File: src/rtl/mips_multicycle_ctrl.sv
// mips_multicycle_ctrl
// Multi-cycle Moore control sequencer for a MIPS datapath. Each instruction
// is stepped through fetch, decode, execute, memory and writeback over a
// single shared memory port. The port uses a ready handshake, so memory can
// insert wait states. The block counts retired instructions and halts on an
// unsupported opcode.
//
// Ports:
//   clk         rising-edge clock
//   rst         asynchronous active-low reset
//   opcode      IR[31:26], valid from DECODE onward
//   funct       IR[5:0], consumed by ALU control elsewhere (unused here)
//   alu_zero    ALU zero flag (branch decision)
//   mem_ready   memory access completes this cycle
//   pc_en, pc_src, iord, mem_read, mem_write, ir_write, reg_dst,
//   mem_to_reg, reg_write, alu_src_a, alu_src_b, alu_op   datapath controls
//   state       current state encoding (debug)
//   halted      set while parked in HALT after an illegal opcode
//   instr_count retired-instruction counter (wraps)
module mips_multicycle_ctrl #(
  parameter int OPW  = 6,
  parameter int CNTW = 32
) (
  input  logic            clk,
  input  logic            rst,
  input  logic [OPW-1:0]  opcode,
  input  logic [OPW-1:0]  funct,
  input  logic            alu_zero,
  input  logic            mem_ready,
  output logic            pc_en,
  output logic [1:0]      pc_src,
  output logic            iord,
  output logic            mem_read,
  output logic            mem_write,
  output logic            ir_write,
  output logic            reg_dst,
  output logic            mem_to_reg,
  output logic            reg_write,
  output logic            alu_src_a,
  output logic [1:0]      alu_src_b,
  output logic [1:0]      alu_op,
  output logic [3:0]      state,
  output logic            halted,
  output logic [CNTW-1:0] instr_count
);

  typedef enum logic [3:0] {
    S_FETCH  = 4'd0,
    S_DECODE = 4'd1,
    S_MEMADR = 4'd2,
    S_MEMRD  = 4'd3,
    S_MEMWB  = 4'd4,
    S_MEMWR  = 4'd5,
    S_REXEC  = 4'd6,
    S_RWB    = 4'd7,
    S_BRANCH = 4'd8,
    S_JUMP   = 4'd9,
    S_ADDIEX = 4'd10,
    S_ADDIWB = 4'd11,
    S_HALT   = 4'd15
  } state_t;

  localparam logic [OPW-1:0] OP_RTYPE = OPW'(6'b000000);
  localparam logic [OPW-1:0] OP_LW    = OPW'(6'b100011);
  localparam logic [OPW-1:0] OP_SW    = OPW'(6'b101011);
  localparam logic [OPW-1:0] OP_BEQ   = OPW'(6'b000100);
  localparam logic [OPW-1:0] OP_J     = OPW'(6'b000010);
  localparam logic [OPW-1:0] OP_ADDI  = OPW'(6'b001000);

  state_t          state_reg;
  state_t          state_next;
  logic            retire;
  logic [CNTW-1:0] count_reg;

  // funct only matters to the ALU decoder; fold it so it is visibly consumed.
  logic funct_unused;
  assign funct_unused = ^funct;

  // Next-state logic
  always_comb begin
    state_next = state_reg;
    case (state_reg)
      S_FETCH:  state_next = mem_ready ? S_DECODE : S_FETCH;
      S_DECODE: begin
        case (opcode)
          OP_LW, OP_SW: state_next = S_MEMADR;
          OP_RTYPE:     state_next = S_REXEC;
          OP_BEQ:       state_next = S_BRANCH;
          OP_J:         state_next = S_JUMP;
          OP_ADDI:      state_next = S_ADDIEX;
          default:      state_next = S_HALT;
        endcase
      end
      // Only lw and sw reach MEMADR, so one opcode compare suffices.
      S_MEMADR: state_next = (opcode == OP_LW) ? S_MEMRD : S_MEMWR;
      S_MEMRD:  state_next = mem_ready ? S_MEMWB : S_MEMRD;
      S_MEMWB:  state_next = S_FETCH;
      S_MEMWR:  state_next = mem_ready ? S_FETCH : S_MEMWR;
      S_REXEC:  state_next = S_RWB;
      S_RWB:    state_next = S_FETCH;
      S_BRANCH: state_next = S_FETCH;
      S_JUMP:   state_next = S_FETCH;
      S_ADDIEX: state_next = S_ADDIWB;
      S_ADDIWB: state_next = S_FETCH;
      S_HALT:   state_next = S_HALT;
      default:  state_next = S_HALT;
    endcase
  end

  // An instruction retires on the edge that returns the FSM to FETCH from a
  // final step. MEMWR returns only once its write has been accepted.
  always_comb begin
    retire = 1'b0;
    case (state_reg)
      S_MEMWB, S_RWB, S_BRANCH, S_JUMP, S_ADDIWB: retire = 1'b1;
      S_MEMWR:                                    retire = mem_ready;
      default:                                    retire = 1'b0;
    endcase
  end

  always_ff @(posedge clk or negedge rst) begin
    if (!rst) begin
      state_reg <= S_FETCH;
      count_reg <= '0;
    end else begin
      state_reg <= state_next;
      if (retire) begin
        count_reg <= count_reg + CNTW'(1);
      end
    end
  end

  // Moore decode of the datapath controls. The *_raw strobes are masked
  // below so that nothing fires while reset is held low.
  logic pc_en_raw, mem_read_raw, mem_write_raw, ir_write_raw, reg_write_raw;

  always_comb begin
    pc_en_raw     = 1'b0;
    pc_src        = 2'b00;
    iord          = 1'b0;
    mem_read_raw  = 1'b0;
    mem_write_raw = 1'b0;
    ir_write_raw  = 1'b0;
    reg_dst       = 1'b0;
    mem_to_reg    = 1'b0;
    reg_write_raw = 1'b0;
    alu_src_a     = 1'b0;
    alu_src_b     = 2'b00;
    alu_op        = 2'b00;
    case (state_reg)
      S_FETCH: begin
        mem_read_raw = 1'b1;
        alu_src_b    = 2'b01;
        ir_write_raw = mem_ready;
        pc_en_raw    = mem_ready;
      end
      S_DECODE: alu_src_b = 2'b11;
      S_MEMADR: begin
        alu_src_a = 1'b1;
        alu_src_b = 2'b10;
      end
      S_MEMRD: begin
        iord         = 1'b1;
        mem_read_raw = 1'b1;
      end
      S_MEMWB: begin
        mem_to_reg    = 1'b1;
        reg_write_raw = 1'b1;
      end
      S_MEMWR: begin
        iord          = 1'b1;
        mem_write_raw = 1'b1;
      end
      S_REXEC: begin
        alu_src_a = 1'b1;
        alu_op    = 2'b10;
      end
      S_RWB: begin
        reg_dst       = 1'b1;
        reg_write_raw = 1'b1;
      end
      S_BRANCH: begin
        alu_src_a = 1'b1;
        alu_op    = 2'b01;
        pc_src    = 2'b01;
        pc_en_raw = alu_zero;
      end
      S_JUMP: begin
        pc_src    = 2'b10;
        pc_en_raw = 1'b1;
      end
      S_ADDIEX: begin
        alu_src_a = 1'b1;
        alu_src_b = 2'b10;
      end
      S_ADDIWB: reg_write_raw = 1'b1;
      default: ;
    endcase
  end

  assign pc_en       = pc_en_raw & rst;
  assign mem_read    = mem_read_raw & rst;
  assign mem_write   = mem_write_raw & rst;
  assign ir_write    = ir_write_raw & rst;
  assign reg_write   = reg_write_raw & rst;
  assign state       = state_reg;
  assign halted      = (state_reg == S_HALT);
  assign instr_count = count_reg;

endmodule

File: config.mk
export PLATFORM = sky130hd
export DESIGN_NAME = mips_multicycle_ctrl
export DESIGN_NICKNAME = d
export VERILOG_FILES = /design/src/rtl/mips_multicycle_ctrl.sv
export SDC_FILE = /design/constraint.sdc
export NUM_CORES = 1
export LEC_CHECK = 0
export CAP_MARGIN = 0
export CORE_UTILIZATION = 29
export CTS_CLUSTER_DIAMETER = 150
export DETAILED_ROUTE_END_ITERATION = 10
export PLACE_DENSITY = 0.65
export SYNTH_ARGS = -nofsm -noshare
export SYNTH_HDL_FRONTEND = slang
export SYNTH_SLANG_ARGS = --single-unit
File: constraint.sdc
create_clock -name clk -period 2 [get_ports clk]
set_clock_uncertainty 0.1 [all_clocks]
set_input_delay 0.6 -clock clk [delete_from_list [all_inputs] [get_ports clk]]
set_output_delay 0.6 -clock clk [all_outputs]
set_load 0.02 [all_outputs]
==> implementation parameters <==
Parameter                              Value

Timing
  Final period demand of the worst path ... 2.18 ns
  Final Setup Violations ... 13
  Final hold violation count ... 0
  Hold slack ... 0.218 ns
  Max-slew violations ... 0
  Relative max-transition margin ... 0.765
  RSZ-0062 raised after global routing ... true
  Final worst slack ... -0.183 ns
  Final worst path period share ... 1.09
  Pin slew with the least headroom to its limit ... 0.353 ns
  Maximum achievable frequency ... 0.458 GHz

Floorplan
  Height of the die ... 85.1 um
  Area of the core ... 6490 sq um
  Number of primary I/O pins ... 68
  Starting Density ... 0.308
  Full die area ... 7240 sq um
  Std cell rows ... 29
  Die span in x ... 85.1 um

Synthesis
  Most common cell in the synthesized netlist ... dfrtp_1
  Yosys warning total ... 0
  Async set-reset flop share out of synthesis ... 1.00
  Avg Inst Size Synth ... 9.68 sq um
  Sequential share of the synthesized area ... 0.450
  Most area-consuming cells after synthesis ... dfrtp_1 (45%), xnor2_1 (10%), xor2_1 (4.4%), nand3_1 (4.2%), nor2_1 (3.0%)
  Mapped Cells ... 207
  List of most frequent post-synthesis cells ... dfrtp_1 (36), xnor2_1 (24), nand3_1 (17)
  Share of the synthesized area in the top cell type ... 0.450
  Leading area contributor after synthesis ... dfrtp_1
  Number of synthesized flops with an enable pin ... 0
  Post-synthesis net count ... 224
  Synth Flop Type ... dfrtp_1
  FF+latch count, synth ... 36
  Total standard cell area after synthesis ... 2000 sq um
  Number of distinct standard cells referenced by the synthesized netlist ... 41

Place
  Post-DP HPWL ... 3890 um
  Count of buffers inserted at the top-level ports ... 61
  Routability congestion estimate from global placement ... 0.793
  Placed Instances ... 381

Drt
  DR DRC count ... 0
  Count of antenna-violating nets left after detailed routing ... 0
  Pre-Repair DR Iteration Count ... 5
  Detailed-route wire length ... 5620 um
  DR iter-0 viols ... 53
  Routed wirelength normalized by instance count ... 14.0 um
  Vias after detailed routing ... 1986
  Via density per instance ... 4.94

Power and ir drop
  Leak Pwr ... 0.00169 uW
  Cell area power density ... 1290 nW/um^2
  VDD IR-drop max ... 0.648 mV

CTS
  Maximum level of the CTS H-tree ... 2
  TritonCTS clock tree ... built
  Number of clock buffers inserted by TritonCTS ... 5
  Total clock sinks ... 36
  Clock slew seen by the registers of the worst setup and hold paths ... 0.07 ns
  Clk_lat worst skew ... 0.29 ns
  Cts hold-fix bufs ... 0
  Max clock buf depth ... 2
  Clk root buf ... clkbuf_8

Global routing
  Met1 demand-to-capacity share in global routing ... 0.214
  Total congestion overflow ... 0
  Global-route wire length before repair ... 9270 um
  Number of global-route vias before repair ... 1971
  Initial antenna violation count ... 0
  Met3 demand-to-capacity share in global routing ... 0.0340
  Largest net degree at the start of global routing ... 28
  Met2 Use GR ... 0.263
  Most heavily used metal layer in global routing ... met2
  Total global-route track usage ... 0.164

Critical path
  Max incr delay on CP ... 0.45 ns
  Cell family with most CP delay ... flip-flops
  Series of cell instances along the critical path ... nor2b_4 -> o32a_1 -> nor2_4 -> buf_6
  Required time at the worst-slack endpoint ... 1.30 ns
  Critical Path Sink Type ... primary output
  Crit path DAT ... 1.48 ns
  Type of element launching the critical path ... flip-flop
  Startpoint-to-endpoint class of the critical path ... flip-flop to primary output
  Bufs and invs on worst path ... 1
  Critical path fanouts, max ... 5
  Critical path's slowest cell ... dfrtp_2

Layout
  Layout cell share with drive strength beyond 1 ... 0.412
  Antenna cells ... 0
  Net total in the final layout ... 341
  Final non-filler cell total ... 402
  Flip-flop count of the largest register, all copies and words added ... 32
  Area Growth Syn to Fin ... 74.3%

Min path
  Hold crit path type ... primary input to asynchronous set/reset pin

Run status
  Failing checks ... negative setup slack
  Run status ... finished with violations

Job
  Number of maximum-capacitance violations ... 0
-- what timing repair did --
item,CTS,global route
gates cloned,0,1
setup buffers,6,6
endpoints found under the setup margin,68,34
gates resized for setup,157,46
pin swaps,7,9
-- layout by cell type (no fill, tap or decap), drive strengths merged, types with 3 or more instances in the layout --
cell type and n:
a21oi 5, and4 4, buf 74, clkbuf 9, dfrtp 36, dlygate4sd2 30, dlymetal6s2s 8, inv 9
nand2 15, nand2b 5, nand3 17, nand4 9, nor2 17, nor2b 3, nor3 12, nor4 5
o21ai 6, xnor2 24, xor2 10
-- cells by family (layout without fill, tap and decap cells) --
group | count (synthesis) | after routing | synth area share
compound gates | 25 | 25 | 0.0831
xor+xnor | 34 | 34 | 0.149
fa+ha+maj | 1 | 1 | 0.00625
buf+inv | 17 | 135 | 0.0337
flops | 36 | 36 | 0.450
mux | 1 | 1 | 0.00562
simple gates | 93 | 93 | 0.273
-- final cells by class --
type                    count  area (sq um)
clock buffers               6          82.6
clock inverters             2          10.0
fillers                   606          3000
inverters                   9          36.3
multi-input cells         154          1250
flip-flops and latches     36           907
well taps                  77          96.3
repair buffers            118          1100
-- routing by layer --
metal | vias to the layer above | wire (um)
li1 | 963 | -
met1 | 969 | 2520
met2 | 45 | 2810
met3 | 9 | 197
met4 | 0 | 89
met5 | - | 0
-- where the power goes --
group          switching, uW  internal, uW  total (uW)
Sequential               228           898        1130
Combinational           1420          1410        2830
Clock                    264           275         539
Total                   1910          2580        4490
-- per-stage QoR --
stage | area [sq um] | util | setup TNS [ns] | total power [uW] | setup WS, ns
2_1_floorplan | 2070 | - | -0.0216 | 2370 | -0.0195
3_3_place_gp | 3070 | 0.473 | -15.41 | 3490 | -0.834
3_5_place_dp | 3070 | 0.473 | -15.78 | 3520 | -0.862
4_1_cts | 3280 | 0.505 | -1.49 | 4260 | -0.306
5_1_grt | 3490 | 0.537 | -2.32 | 4750 | -0.232
6_report | 3490 | 0.537 | -1.15 | 4490 | -0.183
-- final timing paths --
path | start | to | slack (ns) | cells past startpoint
worst max register to register | state[2] | instr_count[25] | 0.04 | 9
max in group asynchronous | rst | instr_count[3] | 1.21 | 2
min in group clk | instr_count[31] | instr_count[31] | 0.38 | 1
worst min register to register | instr_count[31] | instr_count[31] | 0.38 | 1
worst max-delay path | state[0] | reg_write | -0.18 | 4
worst min-delay path | rst | instr_count[27] | 0.22 | 2
Power figures use the tool's default switching activity.
